[config.mk]
export PLATFORM = sky130hd
export DESIGN_NAME = mem_port_arbiter_flat
export DESIGN_NICKNAME = d
export VERILOG_FILES = /design/src/rtl/mem_port_arbiter_if.sv /design/src/rtl/mem_port_arbiter.sv /design/src/flat_wrapper.sv
export SDC_FILE = /design/constraint.sdc
export NUM_CORES = 1
export LEC_CHECK = 0
export CORE_MARGIN = 2
export CORE_UTILIZATION = 42
export DETAILED_ROUTE_END_ITERATION = 10
export PLACE_DENSITY_LB_ADDON = 0.15
export REMOVE_ABC_BUFFERS = 1
export SLEW_MARGIN = 20
export SYNTH_ARGS = -nofsm -noshare
export SYNTH_HDL_FRONTEND = slang
export SYNTH_SLANG_ARGS = --single-unit
[constraint.sdc]
create_clock -name clock -period 2.1 [get_ports clock]
set_clock_uncertainty 0.05 [all_clocks]
set_input_delay 0.21 -clock clock [delete_from_list [all_inputs] [get_ports clock]]
set_output_delay 0.21 -clock clock [all_outputs]
set_load 0.005 [all_outputs]
[src/rtl/mem_port_arbiter_if.sv]
// mem_port_arbiter_if: requester, memory and status signals of the memory port arbiter.
// slave  : the arbiter's view (drives acks, read data, memory request, status).
// master : the environment's view (requesters and the memory device).
`timescale 1ns/1ps
interface mem_port_arbiter_if #(
    parameter int ADDR_WIDTH = 16,
    parameter int DATA_WIDTH = 16
);
    logic                  if_req;
    logic [ADDR_WIDTH-1:0] if_addr;
    logic [DATA_WIDTH-1:0] if_rdata;
    logic                  if_ack;
    logic                  ls_req;
    logic                  ls_we;
    logic [ADDR_WIDTH-1:0] ls_addr;
    logic [DATA_WIDTH-1:0] ls_wdata;
    logic [DATA_WIDTH-1:0] ls_rdata;
    logic                  ls_ack;
    logic                  mem_req;
    logic                  mem_we;
    logic [ADDR_WIDTH-1:0] mem_addr;
    logic [DATA_WIDTH-1:0] mem_wdata;
    logic [DATA_WIDTH-1:0] mem_rdata;
    logic                  mem_ready;
    logic                  bus_error;
    logic                  busy;

    modport slave (
        input  if_req, if_addr, ls_req, ls_we, ls_addr, ls_wdata, mem_rdata, mem_ready,
        output if_rdata, if_ack, ls_rdata, ls_ack, mem_req, mem_we, mem_addr, mem_wdata,
               bus_error, busy
    );

    modport master (
        output if_req, if_addr, ls_req, ls_we, ls_addr, ls_wdata, mem_rdata, mem_ready,
        input  if_rdata, if_ack, ls_rdata, ls_ack, mem_req, mem_we, mem_addr, mem_wdata,
               bus_error, busy
    );
endinterface

[src/rtl/mem_port_arbiter.sv]
// mem_port_arbiter: shares one memory port between instruction fetch (IF) and
// load/store (LS). One transfer at a time, LS priority with IF starvation guard,
// all outputs registered.
// Optional macro BUS_TIMEOUT_EN: abort a transfer after TIMEOUT_CYCLES cycles
// without mem_ready and flag it with bus_error.
`timescale 1ns/1ps
module mem_port_arbiter #(
    parameter int ADDR_WIDTH     = 16,
    parameter int DATA_WIDTH     = 16,
    parameter int STARVE_LIMIT   = 4,
    parameter int TIMEOUT_CYCLES = 15
) (
    input logic               clock,
    input logic               reset_n,
    mem_port_arbiter_if.slave bus
);
    typedef enum logic [1:0] {
        IDLE    = 2'd0,
        XFER_IF = 2'd1,
        XFER_LS = 2'd2
    } state_t;

    localparam int              SCW        = $clog2(STARVE_LIMIT + 1);
    localparam logic [SCW-1:0]  STARVE_MAX = SCW'(STARVE_LIMIT);

    state_t                state_q, state_d;
    logic [SCW-1:0]        starve_cnt_q, starve_cnt_d;
    logic                  mem_req_q, mem_req_d;
    logic                  mem_we_q, mem_we_d;
    logic [ADDR_WIDTH-1:0] mem_addr_q, mem_addr_d;
    logic [DATA_WIDTH-1:0] mem_wdata_q, mem_wdata_d;
    logic [DATA_WIDTH-1:0] if_rdata_q, if_rdata_d;
    logic                  if_ack_q, if_ack_d;
    logic [DATA_WIDTH-1:0] ls_rdata_q, ls_rdata_d;
    logic                  ls_ack_q, ls_ack_d;
    logic                  busy_q, busy_d;
    logic                  abort;

`ifdef BUS_TIMEOUT_EN
    localparam int             TCW      = $clog2(TIMEOUT_CYCLES + 1);
    localparam logic [TCW-1:0] TMO_LAST = TCW'(TIMEOUT_CYCLES - 1);

    logic [TCW-1:0] tmo_cnt_q, tmo_cnt_d;
    logic           bus_error_q, bus_error_d;

    // Timeout counter and error flag registers
    always_ff @(posedge clock or negedge reset_n) begin
        if (!reset_n) begin
            tmo_cnt_q   <= '0;
            bus_error_q <= 1'b0;
        end else begin
            tmo_cnt_q   <= tmo_cnt_d;
            bus_error_q <= bus_error_d;
        end
    end

    // Abort on the last allowed wait cycle; mem_ready on that same cycle wins
    always_comb begin
        abort       = !bus.mem_ready && (tmo_cnt_q == TMO_LAST);
        tmo_cnt_d   = tmo_cnt_q;
        bus_error_d = 1'b0;
        if (state_q == IDLE) begin
            tmo_cnt_d = '0;
        end else if (abort) begin
            tmo_cnt_d   = '0;
            bus_error_d = 1'b1;
        end else if (!bus.mem_ready) begin
            tmo_cnt_d = tmo_cnt_q + TCW'(1);
        end
    end

    assign bus.bus_error = bus_error_q;
`else
    assign abort         = 1'b0;
    assign bus.bus_error = 1'b0;
`endif

    // State and registered-output flops
    always_ff @(posedge clock or negedge reset_n) begin
        if (!reset_n) begin
            state_q      <= IDLE;
            starve_cnt_q <= '0;
            mem_req_q    <= 1'b0;
            mem_we_q     <= 1'b0;
            mem_addr_q   <= '0;
            mem_wdata_q  <= '0;
            if_rdata_q   <= '0;
            if_ack_q     <= 1'b0;
            ls_rdata_q   <= '0;
            ls_ack_q     <= 1'b0;
            busy_q       <= 1'b0;
        end else begin
            state_q      <= state_d;
            starve_cnt_q <= starve_cnt_d;
            mem_req_q    <= mem_req_d;
            mem_we_q     <= mem_we_d;
            mem_addr_q   <= mem_addr_d;
            mem_wdata_q  <= mem_wdata_d;
            if_rdata_q   <= if_rdata_d;
            if_ack_q     <= if_ack_d;
            ls_rdata_q   <= ls_rdata_d;
            ls_ack_q     <= ls_ack_d;
            busy_q       <= busy_d;
        end
    end

    // Next-state, grant arbitration and completion handling
    always_comb begin
        state_d      = state_q;
        starve_cnt_d = starve_cnt_q;
        mem_req_d    = mem_req_q;
        mem_we_d     = mem_we_q;
        mem_addr_d   = mem_addr_q;
        mem_wdata_d  = mem_wdata_q;
        if_rdata_d   = if_rdata_q;
        if_ack_d     = 1'b0;
        ls_rdata_d   = ls_rdata_q;
        ls_ack_d     = 1'b0;

        unique case (state_q)
            IDLE: begin
                if (!bus.if_req) begin
                    starve_cnt_d = '0;
                end
                // The cycle an ack is visible grants nothing: the acked requester
                // is still dropping its level request, and holding the other one
                // back keeps LS priority (and hence the starvation count) meaningful.
                if (!(if_ack_q || ls_ack_q)) begin
                    if (bus.if_req && (starve_cnt_q == STARVE_MAX || !bus.ls_req)) begin
                        state_d      = XFER_IF;
                        mem_req_d    = 1'b1;
                        mem_we_d     = 1'b0;
                        mem_addr_d   = bus.if_addr;
                        mem_wdata_d  = '0;
                        starve_cnt_d = '0;
                    end else if (bus.ls_req) begin
                        state_d     = XFER_LS;
                        mem_req_d   = 1'b1;
                        mem_we_d    = bus.ls_we;
                        mem_addr_d  = bus.ls_addr;
                        mem_wdata_d = bus.ls_wdata;
                        if (bus.if_req && starve_cnt_q != STARVE_MAX) begin
                            starve_cnt_d = starve_cnt_q + SCW'(1);
                        end
                    end
                end
            end
            XFER_IF: begin
                if (bus.mem_ready || abort) begin
                    if_rdata_d = bus.mem_ready ? bus.mem_rdata : '0;
                    if_ack_d   = 1'b1;
                    mem_req_d  = 1'b0;
                    state_d    = IDLE;
                end
            end
            XFER_LS: begin
                if (bus.mem_ready) begin
                    if (!mem_we_q) begin
                        ls_rdata_d = bus.mem_rdata;
                    end
                    ls_ack_d  = 1'b1;
                    mem_req_d = 1'b0;
                    state_d   = IDLE;
                end else if (abort) begin
                    ls_rdata_d = '0;
                    ls_ack_d   = 1'b1;
                    mem_req_d  = 1'b0;
                    state_d    = IDLE;
                end
            end
            default: begin
                state_d   = IDLE;
                mem_req_d = 1'b0;
            end
        endcase

        busy_d = (state_d != IDLE);
    end

    assign bus.mem_req   = mem_req_q;
    assign bus.mem_we    = mem_we_q;
    assign bus.mem_addr  = mem_addr_q;
    assign bus.mem_wdata = mem_wdata_q;
    assign bus.if_rdata  = if_rdata_q;
    assign bus.if_ack    = if_ack_q;
    assign bus.ls_rdata  = ls_rdata_q;
    assign bus.ls_ack    = ls_ack_q;
    assign bus.busy      = busy_q;
endmodule

[src/flat_wrapper.sv]
// flat-port wrapper written by rule: the top's interface ports become plain ports
module mem_port_arbiter_flat 
#(
    parameter int ADDR_WIDTH     = 16,
    parameter int DATA_WIDTH     = 16,
    parameter int STARVE_LIMIT   = 4,
    parameter int TIMEOUT_CYCLES = 15
)
  (clock, reset_n, bus_if_req, bus_if_addr, bus_ls_req, bus_ls_we, bus_ls_addr, bus_ls_wdata, bus_mem_rdata, bus_mem_ready, bus_if_rdata, bus_if_ack, bus_ls_rdata, bus_ls_ack, bus_mem_req, bus_mem_we, bus_mem_addr, bus_mem_wdata, bus_bus_error, bus_busy);
  mem_port_arbiter_if #(.ADDR_WIDTH(ADDR_WIDTH), .DATA_WIDTH(DATA_WIDTH)) bus_i ();
  input logic clock;
  input logic reset_n;
  input wire logic [$bits(bus_i.if_req)-1:0] bus_if_req;
  input wire logic [$bits(bus_i.if_addr)-1:0] bus_if_addr;
  input wire logic [$bits(bus_i.ls_req)-1:0] bus_ls_req;
  input wire logic [$bits(bus_i.ls_we)-1:0] bus_ls_we;
  input wire logic [$bits(bus_i.ls_addr)-1:0] bus_ls_addr;
  input wire logic [$bits(bus_i.ls_wdata)-1:0] bus_ls_wdata;
  input wire logic [$bits(bus_i.mem_rdata)-1:0] bus_mem_rdata;
  input wire logic [$bits(bus_i.mem_ready)-1:0] bus_mem_ready;
  output wire logic [$bits(bus_i.if_rdata)-1:0] bus_if_rdata;
  output wire logic [$bits(bus_i.if_ack)-1:0] bus_if_ack;
  output wire logic [$bits(bus_i.ls_rdata)-1:0] bus_ls_rdata;
  output wire logic [$bits(bus_i.ls_ack)-1:0] bus_ls_ack;
  output wire logic [$bits(bus_i.mem_req)-1:0] bus_mem_req;
  output wire logic [$bits(bus_i.mem_we)-1:0] bus_mem_we;
  output wire logic [$bits(bus_i.mem_addr)-1:0] bus_mem_addr;
  output wire logic [$bits(bus_i.mem_wdata)-1:0] bus_mem_wdata;
  output wire logic [$bits(bus_i.bus_error)-1:0] bus_bus_error;
  output wire logic [$bits(bus_i.busy)-1:0] bus_busy;
  assign bus_i.if_req = bus_if_req;
  assign bus_i.if_addr = bus_if_addr;
  assign bus_i.ls_req = bus_ls_req;
  assign bus_i.ls_we = bus_ls_we;
  assign bus_i.ls_addr = bus_ls_addr;
  assign bus_i.ls_wdata = bus_ls_wdata;
  assign bus_i.mem_rdata = bus_mem_rdata;
  assign bus_i.mem_ready = bus_mem_ready;
  assign bus_if_rdata = bus_i.if_rdata;
  assign bus_if_ack = bus_i.if_ack;
  assign bus_ls_rdata = bus_i.ls_rdata;
  assign bus_ls_ack = bus_i.ls_ack;
  assign bus_mem_req = bus_i.mem_req;
  assign bus_mem_we = bus_i.mem_we;
  assign bus_mem_addr = bus_i.mem_addr;
  assign bus_mem_wdata = bus_i.mem_wdata;
  assign bus_bus_error = bus_i.bus_error;
  assign bus_busy = bus_i.busy;
  mem_port_arbiter #(.ADDR_WIDTH(ADDR_WIDTH), .DATA_WIDTH(DATA_WIDTH), .STARVE_LIMIT(STARVE_LIMIT), .TIMEOUT_CYCLES(TIMEOUT_CYCLES)) u_core (.clock(clock), .reset_n(reset_n), .bus(bus_i));
endmodule
### Word level (Yosys, flattened, before mapping)

Cells that the tools add are included.

* flip-flop bits (word level): 74
* bits of input ports: 70
* output and inout port bits: 70

* add/sub/neg operators: 1
* eq/ne operators: 7
* multiplexer cells: 24
* bitwise operators: 2
* reduce and logical (&&, ||, !) cells: 13

Operators with widths (number)
* $mux W16: 4
* $mux W3: 5
* $mux W1: 9
* $reduce_and A3 Y1: 3
* $mux W2: 4
* $pmux W2 S2: 1
* $reduce_bool A2 Y1: 2
* $add A3 B1 Y3 const B: 1
* $eq A3 B3 Y1 const B: 1
* $ne A3 B2 Y1 const B: 1
* $ne A3 B3 Y1 const B: 1
* $eq A2 B1 Y1 const B: 1
* $eq A2 B2 Y1 const B: 1
* $logic_and A1 B1 Y1: 2
* $logic_not A2 Y1: 1
* $logic_or A1 B1 Y1: 2
* $ne A2 B1 Y1 const B: 1
* $ne A2 B2 Y1 const B: 1
* $not A1 Y1: 2
* $pmux W1 S2: 1
* $reduce_and A2 Y1: 1
* $reduce_or A2 Y1: 1
* $logic_not A1 Y1: 1

### Logic depth before layout (Yosys ltp)

* word-level depth: 7
* mapped depth: 7
* mapped depth without buffers: 6

### Worst setup path before layout

Ideal clock, no wire load.

* path kind: register -> register
* start point: reg u_core.state_q[0]
* end point: reg u_core.ls_rdata_q[10], in the netlist u_core.bus.ls_rdata[10]
* arrival time: 1.444 ns
* slack: 0.481 ns
* cell stages (with the launch flop): 8
* path buffers: 2
* period minus slack after synthesis: 1.619 ns
* path through: dfrtp_1 > inv_1 > ha_1 > and2_1 > nand2b_1 > buf_2 > buf_6 > mux2_4

* longest elaborated chain between the ends: 2

RTL lines
* start: declaration: RTL line mem_port_arbiter.sv:26 `state_t state_q, state_d;`
* start signal: assignment: RTL line mem_port_arbiter.sv:93 `state_q <= state_d;`
* $eq A2 B2 Y1: RTL line mem_port_arbiter.sv:120 `unique case (state_q)`
* $reduce_and A3 Y1 (no source line)
* end signal: assignment: RTL line mem_port_arbiter.sv:101 `ls_rdata_q <= ls_rdata_d;`
* end: declaration: RTL line mem_port_arbiter.sv:34 `logic [DATA_WIDTH-1:0] ls_rdata_q, ls_rdata_d;`

Every way passes these cells.
A chain may end at the register's enable or synchronous reset.

### Final worst setup path

* start point: reg u_core.state_q[0]
* end point: reg u_core.mem_wdata_q[2], in the netlist u_core.bus.mem_wdata[2]

* longest elaborated chain between the ends: 2

RTL lines
* $logic_not A2 Y1: RTL line mem_port_arbiter.sv:120
* $reduce_and A3 Y1 (no source line)
* end signal: assignment: RTL line mem_port_arbiter.sv:98 `mem_wdata_q <= mem_wdata_d;`
* end: declaration: RTL line mem_port_arbiter.sv:31 `logic [DATA_WIDTH-1:0] mem_wdata_q, mem_wdata_d;`

Every way passes these cells.

==> summary.md <==
| Metric | Value |
|---|---|
| Total Die Area | `8160 µm²` |
| Die Height | `90.4 µm` |
| Required time of the critical path | `about 2300 ps` |
| Startpoint of the most critical setup path | `u_core.state_q[0]` |
| Total of buffers placed on input and output ports | `138` |
| Inst Count DP | `roughly 460` |
| Sequential fraction of the synthesis area | `59.1%` |
| Final critical delay including setup and external delays | `1730 ps` |
| Pre-antenna DRT Iters | `4` |
| I/O Pins | `between 100 and 150` |
| Met3 track utilization from global routing | `under 10%` |
| Vias per cell | `around 5` |
| Endpoint class of the critical path | `flop` |
| PnR worst setup slack | `~370 ps` |
| Overall Power | `6.96 mW` |
| Total wire length | `around 7200 µm` |
| EDFF count, synth | `0` |
| Pin count of the biggest net entering global routing | `40` |
| Achievable frequency | `0.580 GHz` |
| Number of nets with antenna violations after detailed routing | `0` |
| Pins Over Slew Limit | `0` |
| Total number of yosys warnings | `0` |
| Iteration-0 DRC count of the detailed router | `88` |
| Critical Path Source Type | `flop` |
| Number of endpoints failing setup at the final stage | `0` |
| Placeable core region | `~7300 µm²` |
| TritonCTS Sinks | `74` |
| Number of clock buffers inserted by TritonCTS | `9` |
| Cell area after placement | `4640 µm²` |
| Number of synthesized register bits | `between 70 and 80` |
| GRT busiest layer | `met2` |
| Cells along the critical path | `inv_1 > ha_1 > o211ai_4 > a21oi_4 > buf_4 > a22o_1` |
| Logic depth of the worst register-to-register path | `6` |
| Overall via count from detail_route | `roughly 2,300` |
| Distinct cell type count after synthesis | `32` |
| Cts repair resizes | `0` |
| Area Overhead vs Synth | `56.1%` |
| Clock tree from TritonCTS | `built` |
| Ratio of cells with drive above 1 in the final layout | `~16%` |
| Die X-Extent | `around 90 µm` |
| H-Tree Level Count | `3` |
| Met2 Track Usage GR | `a little under a third` |
| Destination of the critical timing path | `u_core.bus.mem_wdata[2]` |
| Arrival time at the worst endpoint | `between 1500 and 2000 ps` |
| Worst reg2reg startpoint | `u_core.state_q[0]` |
| Total non-filler cell area in the finished layout | `roughly 5000 µm²` |
| Synth Flop Type | `dfrtp_1` |
| Via count of the first global-routing pass | `around 2,400` |
| Async set or reset register ratio after synthesis | `100%` |
| Average instance area after synthesis | `13.6 µm²` |
| Final hold violation count | `0` |
| Minimum setup slack among reg-to-reg paths | `about 370 ps` |
| Synthesized instance count | `between 200 and 250` |
| Met1 global-route usage | `23.0%` |
| Maximum vdd ir drop | `just over 700 µV` |
| Final weighted congestion in routability-driven placement | `around 0.83` |
| FP Rows | `31` |
| Root buffer selected by CTS | `clkbuf_8` |
| Post-CTS clock slew at the launch and capture registers of the worst setup and hold paths | `approximately 80 ps` |
| DPL Wire Length | `~5300 µm` |
| Fill cell instance count of the final layout | `573` |
| Synthesized area | `roughly 3100 µm²` |
| Maximum clock path buffer count | `2` |
| Antenna violations before repair | `0` |
| Slowest cell on the critical path | `dfrtp_1` |
| Unrepaired setup endpoints after global routing | `false` |
| Clock insertion delay at the later pin of the skew report | `about 340 ps` |
| DR WL/cell | `around 15 µm` |
| Cell leakage power | `between 2 and 2.5 nW` |
| Area share of the largest cell type after synthesis | `between 50 and 60%` |
| Pwr per Cell Area | `about 1400 nW/µm²` |
| Cell type contributing the most total cell area after synthesis | `dfrtp_1` |
| Initial core utilization | `approximately 43%` |
| Overflow left after global routing | `0` |
| Worst slack, placed | `between 200 and 300 ps` |
| Total GRT Usage | `approximately a fifth` |
| Critical path class | `reg2reg` |
| Post-route non-filler standard cell count | `between 400 and 500` |
| Count of maximum capacitance violations | `0` |
| Tcrit/Tclk final | `between 80% and 90%` |
| Cells taking the most area after synthesis | `dfrtp_1 (59%), mux2_2 (7.9%), mux2i_1 (5.1%), mux2_4 (4.8%), a22o_1 (4.8%)` |
| Drc violations | `0` |
| Worst stage delay on the critical path | `410 ps` |
| Critical register-to-register path endpoint | `u_core.bus.mem_wdata[2]` |
| Wire length of the first global-routing pass | `between 10,000 and 15,000 µm` |
| Final net count | `roughly 450` |
| Largest fanout of any net on the critical path | `17` |
| Result of the run | `finished, final reports clean` |
| Hold/Removal Path Class | `in2async` |
| Count of inserted antenna diode cells | `0` |
[through the flow]
step / util, % / hold slack [ps] / setup TNS (ps)
5_1_grt: 67.4 / 337 / 0
3_5_place_dp: 63.9 / 148 / 0
2_1_floorplan: - / -136 / -443
4_1_cts: 67.4 / 317 / 0
6_report: 67.4 / 311 / 0
3_3_place_gp: 63.9 / 149 / 0
[worst min path at each step]
stage / endpoint / depth (start not counted)
2_1_floorplan: u_core.bus.busy / 0
3_3_place_gp: u_core.bus.mem_addr[14] / 1
3_5_place_dp: u_core.bus.mem_addr[14] / 1
4_1_cts: u_core.bus.mem_addr[14] / 2
5_1_grt: u_core.bus.ls_rdata[8] / 2
6_report: u_core.bus.mem_addr[15] / 2
[synth_stat cells, types with 3 or more instances]
cell      n
nand2_1  19
a31oi_1   3
a21oi_1   7
mux2i_1  16
ha_1      6
mux2_2   22
o21ai_0  12
buf_2     6
a22o_1   17
dfrtp_1  74
mux2_4   10
o21ai_1   9
inv_1     6
[report_power, final]
part           internal [mW]  total (mW)  leakage [nW]  switching, mW
sequential              2.11        2.47         0.910          0.359
combinational           2.01        3.16          1.18           1.15
clock                  0.825        1.33         0.121          0.501
total                   4.95        6.96          2.21           2.01
[area by class of cell]
type / instances / area, µm² / area share [%]
clock inverters: 4 / 98.8 / 2.02
flip-flops and latches: 74 / 1850 / 37.9
clock buffers: 12 / 145 / 2.97
well taps: 99 / 124 / 2.53
repair buffers: 146 / 1480 / 30.2
multi-input cells: 138 / 1170 / 23.9
inverters: 6 / 22.5 / 0.461
[metal layers]
layer / up-vias / wire length, µm / share of wire [%]
met4: 0 / 123 / 1.7
met2: 65 / 3670 / 51
li1: 1103 / - / -
met1: 1159 / 2990 / 41
met5: - / 0 / 0
met3: 12 / 441 / 6.1
[sequential cells by signal, indices dropped and copies added (netlist names)]
| signal | count |
|---|---|
| u_core.bus.mem_we | 1 |
| u_core.bus.busy | 1 |
| u_core.state_q | 2 |
| u_core.bus.mem_addr | 16 |
| u_core.bus.if_ack | 1 |
| u_core.bus.ls_ack | 1 |
| u_core.bus.if_rdata | 16 |
| u_core.starve_cnt_q | 3 |
| u_core.bus.mem_wdata | 16 |
| u_core.bus.mem_req | 1 |
| u_core.bus.ls_rdata | 16 |
[kinds of logic (layout without fill, tap and decap cells)]
| family | Yosys count | count (layout) | share of synthesized area, % |
|---|---|---|---|
| other | 1 | 1 | 0.120 |
| adders and majority gates | 6 | 6 | 2.40 |
| buffers and inverters | 19 | 168 | 3.84 |
| AOI/OAI and AO/OA | 53 | 53 | 11.9 |
| DFF | 74 | 74 | 59.1 |
| and+or+nand+nor | 30 | 30 | 4.79 |
| muxes | 48 | 48 | 17.8 |
[cells in the final DEF (no fill, tap or decap), types with 9 or more instances in the layout]
cell	n
clkdlybuf4s50_1	137
o21ai_1	9
o21ai_0	12
mux2_2	22
a22o_1	17
nand2_1	19
mux2_4	10
dfrtp_1	74
mux2i_1	16
clkbuf_8	10
[worst max-delay path, delay by kind of cell (launching register included)]
kind	cells	cell delay, ps
AO/OA/AOI/OAI	3	480
flip-flops	1	410
buffers and inverters	2	360
adder cells (fa/ha/maj)	1	370
[timing repair]
action	CTS	global route
hold buffers	1	0
hold endpoints to repair	35	0
buffers inserted	0	0
No activity file was read; power rests on OpenSTA's default activity.
==> edit 1, RTL diff (same settings) <==
Re-encode `state_t` (3 states) as one-hot, 3 bits wide.
--- a/src/rtl/mem_port_arbiter.sv
+++ b/src/rtl/mem_port_arbiter.sv
@@ -16,6 +16,6 @@
 );
-    typedef enum logic [1:0] {
-        IDLE    = 2'd0,
-        XFER_IF = 2'd1,
-        XFER_LS = 2'd2
+    typedef enum logic [2:0] {
+        IDLE    = 3'b001,
+        XFER_IF = 3'b010,
+        XFER_LS = 3'b100
     } state_t;
Function: no difference found for any inputs over 4 cycles, from zero or initial values and one cycle with reset_n low; so few cycles prove little.
==> edit 1 against the original RTL <==
Wire length increased by 12%; cell area increased by 5.8%; setup slack got worse by 0.29 ns; non-clock buffer count increased by 5; sequential cell count increased by 1; power decreased by 0.17%; first-iteration DRC count decreased by 43%; area after synthesis increased by 8.1%; utilization decreased by 0.84 points.
==> edit 1: results (changes against the original RTL) <==
stage,metric,value,unit,change
yosys,Post-Synth Adder-Cell Area,0.7394,%,was 2.397%
yosys,"Seq/Total Area, Yosys",55.49,%,was 59.13%
final_layout,Filler Cell Count,620,,was 573
yosys,Synth cell types,41,,was 32
yosys,mux contribution to synthesized area,21.92,%,was 17.82%
setup_path,Worst Path Max Fanout,32,,was 17
detailed_routing,Pre-antenna DRT Iters,4,,unchanged
global_routing,Overall Global Routing Usage,18.83,%,was 18.82%
clock_network,Clock Path Buffers,2,,unchanged
setup_path,Startpoint Class,register,,unchanged
yosys,Async SR Flop Fraction,100.0,%,unchanged
placement,cell area after placement,0.004943,mm2,was 0.004636 mm2
yosys,XOR/XNOR Fraction of Synth Area,0.2588,%,was 0%
final_layout,share of layout cells above drive strength 1,23.49,%,was 15.79%
setup_path,WP data arrival,2.19,ns,was 1.96 ns
global_routing,largest net degree at the start of global routing,45,,was 40
hold_path,worst min-delay path category,in2async,,unchanged
global_routing,vias in the first global route,2694,,"was 2,382"
placement,Routability Congestion,0.7335,,was 0.8277
clock_network,Root Driver,clkbuf_8,,unchanged
detailed_routing,Post-Route WL,8.079,mm,was 7.226 mm
final_layout,Diodes inserted,0,,unchanged
timing,worst slew pin tran,0.6145,ns,
detailed_routing,vias per inst,5.008,,was 4.883
final_layout,nets@finish,480,,was 451
clock_network,CTS buffer count,9,,unchanged
yosys,synth cell count leaders,"74 x dfrtp_1, 63 x mux2_2, 21 x inv_1, 18 x nand2_1, 17 x a21boi_0",,"was 74 x dfrtp_1, 22 x mux2_2, 19 x nand2_1, 17 x a22o_1, 16 x mux2i_1"
placement,Setup WS pre-CTS,0.09676,ns,was 0.2995 ns
yosys,"top cells by area, synth","dfrtp_1 55%, mux2_2 21%, o32ai_1 4.1%",,"was dfrtp_1 59%, mux2_2 7.9%, mux2i_1 5.1%"
yosys,post-synthesis compound-gate area fraction,10.35,%,was 11.91%
run_status,status,"complete, no violations",,unchanged
power,maximum VDD drop,716.3,uV,was 721.9 uV
detailed_routing,DR iter-0 viols,50,,was 88
placement,post-DP HPWL,5.784,mm,was 5.323 mm
global_routing,first-pass GRT wire length,12.92,mm,was 12.09 mm
power,leakage power,2.227,nW,was 2.213 nW
clock_network,clk_lat worst skew,0.34,ns,about the same
clock_network,cts repair resizes,0,,unchanged
timing,Setup TNS,0,ns,unchanged
[edit 1: cell types whose count changed after synthesis, sizes merged, moves of 7 or more]
cell    delta
a21oi      -7
o32ai     +16
mux2      +33
mux2i     -15
o21ai     -20
a22o      -17
inv       +15
clkbuf     +8
a21boi    +18
[edit 1: worst max-delay path: stages, from the launching register on]
cell and delay [ns]:
dfstp_2 0.53, or3b_4 0.39, nor4_4 0.29, buf_12 0.24
mux2_2 0.36
[edit 1: path summary, 6_finish.rpt]
kind / startpoint / depth (start not counted) / slack (ns) / to
max: u_core.state_q[0]$_DFF_PN1_ / 4 / 0.08 / u_core.bus.mem_addr[5]$_DFFE_PN0P_
min: reset_n / 2 / 0.30 / u_core.bus.mem_wdata[3]$_DFFE_PN0P_
max reg2reg: u_core.state_q[0]$_DFF_PN1_ / 4 / 0.08 / u_core.bus.mem_addr[5]$_DFFE_PN0P_
min reg2reg: u_core.bus.mem_wdata[4]$_DFFE_PN0P_ / 1 / 0.44 / u_core.bus.mem_wdata[4]$_DFFE_PN0P_
max in group asynchronous: reset_n / 3 / 1.05 / u_core.state_q[0]$_DFF_PN1_
min in group clock: u_core.bus.mem_wdata[4]$_DFFE_PN0P_ / 1 / 0.44 / u_core.bus.mem_wdata[4]$_DFFE_PN0P_
[edit 1: layout make-up]
type                    instances  area share, %
clock inverters                 6          1.742
well taps                     102          2.468
clock buffers                  10          2.468
repair buffers                151          29.57
inverters                      21          1.524
flip-flops and latches         75          36.32
multi-input cells             150          25.91
[edit 1: repair_timing]
action	CTS	global route
hold buffers	1	0
setup buffers	0	0
endpoints found under the hold margin	31	0
[edit 1: cell families (layout without fill, tap and decap cells)]
family	Yosys count	after routing
multiplexers	66	66
other	1	1
AO/OA/AOI/OAI	44	44
buffers and inverters	39	188
XOR/XNOR	1	1
adder cells (fa/ha/maj)	2	2
AND/OR/NAND/NOR	36	36
flip-flops	75	75
[edit 1: metrics by stage]
step | power (mW) | std cells | util (%)
5_1_grt | 7.359 | 515 | 66.58
6_report | 6.943 | 515 | 66.58
3_5_place_dp | 5.795 | 498 | 63.64
2_1_floorplan | 3.884 | 246 | -
4_1_cts | 7.047 | 515 | 66.58
3_3_place_gp | 5.698 | 498 | 63.64
[edit 1: power breakdown]
group | switching, mW | total [mW] | internal (mW) | leakage (nW)
Clock | 0.542 | 1.21 | 0.672 | 0.106
Combinational | 1.11 | 3.24 | 2.13 | 1.19
Sequential | 0.352 | 2.49 | 2.14 | 0.931
Total | 2.00 | 6.94 | 4.94 | 2.23
[edit 1: layer usage]
metal	GRT usage [%]	part of all wire, %	up-vias
li1	-	-	1226
met1	22.94	41	1285
met2	32.98	52	57
met3	4.254	5.1	11
met4	6.159	1.3	0
met5	0	0	-
==> edit 2, RTL diff (config.mk and constraints unchanged) <==
Without the edit above. `STARVE_LIMIT` is set to 4 in 2 places; all go to 2.
--- a/src/rtl/mem_port_arbiter.sv
+++ b/src/rtl/mem_port_arbiter.sv
@@ -9,3 +9,3 @@
     parameter int DATA_WIDTH     = 16,
-    parameter int STARVE_LIMIT   = 4,
+    parameter int STARVE_LIMIT   = 2,
     parameter int TIMEOUT_CYCLES = 15
--- a/src/flat_wrapper.sv
+++ b/src/flat_wrapper.sv
@@ -5,3 +5,3 @@
     parameter int DATA_WIDTH     = 16,
-    parameter int STARVE_LIMIT   = 4,
+    parameter int STARVE_LIMIT   = 2,
     parameter int TIMEOUT_CYCLES = 15
Check against the original RTL: not equivalent (a bounded check fails within 10 cycles, from zero or initial values and one cycle with reset_n low).
==> edit 2 against the original RTL <==
Cell area down 1.7%; utilization down 0.46 points; first-iteration DRC count down 6.8%; largest power group unchanged; power down 7.5%; die area down 1.8%; sequential cell count down 1; setup slack worse by 0.0030 ns; area after synthesis down 1.9%; wire length up 0.54%.
==> edit 2: results (changes against the original RTL) <==
stage,metric,value,unit,change
final_layout,inverter count,5,,was 6
final_layout,share of layout cells above drive strength 1,14.81,%,was 15.79%
hold_path,worst min-delay path category,in2reg,,was in2async
detailed_routing,WL met1,3.151,mm,was 2.989 mm
final_layout,Filler Cell Count,570,,was 573
global_routing,met3 Use GR,7.110,%,was 5.676%
setup_path,CP top delay family,flip-flops,,was compound AO/OA/AOI/OAI gates
yosys,Synth cell types,28,,was 32
power,Clk pwr share,16.1,%,was 19.1%
global_routing,first-pass GRT wire length,11.15,mm,was 12.09 mm
detailed_routing,Met2 Wirelength,3.368,mm,was 3.671 mm
timing,Slew HR,39.19,%,
global_routing,routing usage on met1,24.27,%,was 23.00%
placement,post-DP HPWL,5.227,mm,was 5.323 mm
placement,cell area after placement,0.004611,mm2,was 0.004636 mm2
final_layout,area of the multi-input gates,0.001150,mm2,was 0.001169 mm2
yosys,post-synthesis compound-gate area fraction,5.743,%,was 11.91%
setup_path,Max stage delay on crit path,0.43,ns,was 0.41 ns
global_routing,met2 global-route usage,27.27,%,was 30.95%
global_routing,largest net degree at the start of global routing,74,,was 40
final_layout,# clk buffers,9,,was 12
detailed_routing,Detail Route met3 WL,647,um,was 441 um
detailed_routing,wire per inst,14.22,um,was 15.09 um
power,clk pwr,1.03,mW,was 1.33 mW
power,maximum VDD drop,586.3,uV,was 721.9 uV
setup_path,CP Capture Point,u_core.bus.ls_rdata[14]$_DFFE_PN0P_,,was u_core.bus.mem_wdata[2]$_DFFE_PN0P_
final_layout,"Non-clock buffers, area share",31.25,%,was 30.25%
yosys,"Seq/Total Area, Yosys",59.47,%,was 59.13%
setup_path,WP data arrival,1.91,ns,was 1.96 ns
final_layout,ClkCell Share,3.828,%,was 4.990%
floorplanning,die area,0.008014,mm2,was 0.008163 mm2
final_layout,non-clock buffer count,149,,was 146
clock_network,Clock Path Buffers,2,,unchanged
global_routing,Overall Global Routing Usage,18.53,%,was 18.82%
final_layout,Seq area share,38.02,%,was 37.87%
final_layout,nets@finish,483,,was 451
yosys,Post-Synth Adder-Cell Area,2.037,%,was 2.397%
yosys,"top cells by area, synth","dfrtp_1 59%, mux2_2 11%, nand2_1 6.6%",,"was dfrtp_1 59%, mux2_2 7.9%, mux2i_1 5.1%"
clock_network,postcts setup bufs,0,,unchanged
global_routing,vias in the first global route,2362,,"was 2,382"
final_layout,Seq cells,73,,was 74
run_status,status,"complete, no violations",,unchanged
power,leakage power,2.179,nW,was 2.213 nW
yosys,synth cell count leaders,"73 x dfrtp_1, 54 x nand2_1, 31 x mux2_2, 19 x nand3_1, 18 x o21ai_1",,"was 74 x dfrtp_1, 22 x mux2_2, 19 x nand2_1, 17 x a22o_1, 16 x mux2i_1"
yosys,number of synthesized flops with an enable pin,0,,unchanged
setup_path,Worst Path Max Fanout,16,,was 17
placement,Routability Congestion,0.8145,,was 0.8277
[edit 2: cell count changes after synthesis, sizes merged, moves of 2 or more]
cell,before,now
a22o,17,0
buf,11,14
nand3,1,19
nor3b,0,2
o21a,0,2
a21o,0,2
a21oi,8,1
o21ai,21,24
nand2,20,55
[edit 2: worst register-to-register path, delay by kind of cell (launching register included)]
family / cells / cell delay [ns]
AND/OR/NAND/NOR: 2 / 0.24
buffers and inverters: 2 / 0.33
multiplexers: 1 / 0.38
adder cells (fa/ha/maj): 1 / 0.19
flip-flops: 1 / 0.43
[edit 2: through the flow]
step | hold slack (ns) | std cells | worst slack (ns) | utilization [%]
2_1_floorplan | -0.1356 | 248 | -0.3190 | -
6_report | 0.3547 | 511 | 0.3717 | 66.96
4_1_cts | 0.3430 | 511 | 0.3527 | 66.96
5_1_grt | 0.3487 | 511 | 0.2440 | 66.96
3_5_place_dp | 0.3524 | 495 | 0.2362 | 64.25
3_3_place_gp | 0.3527 | 495 | 0.3450 | 64.25
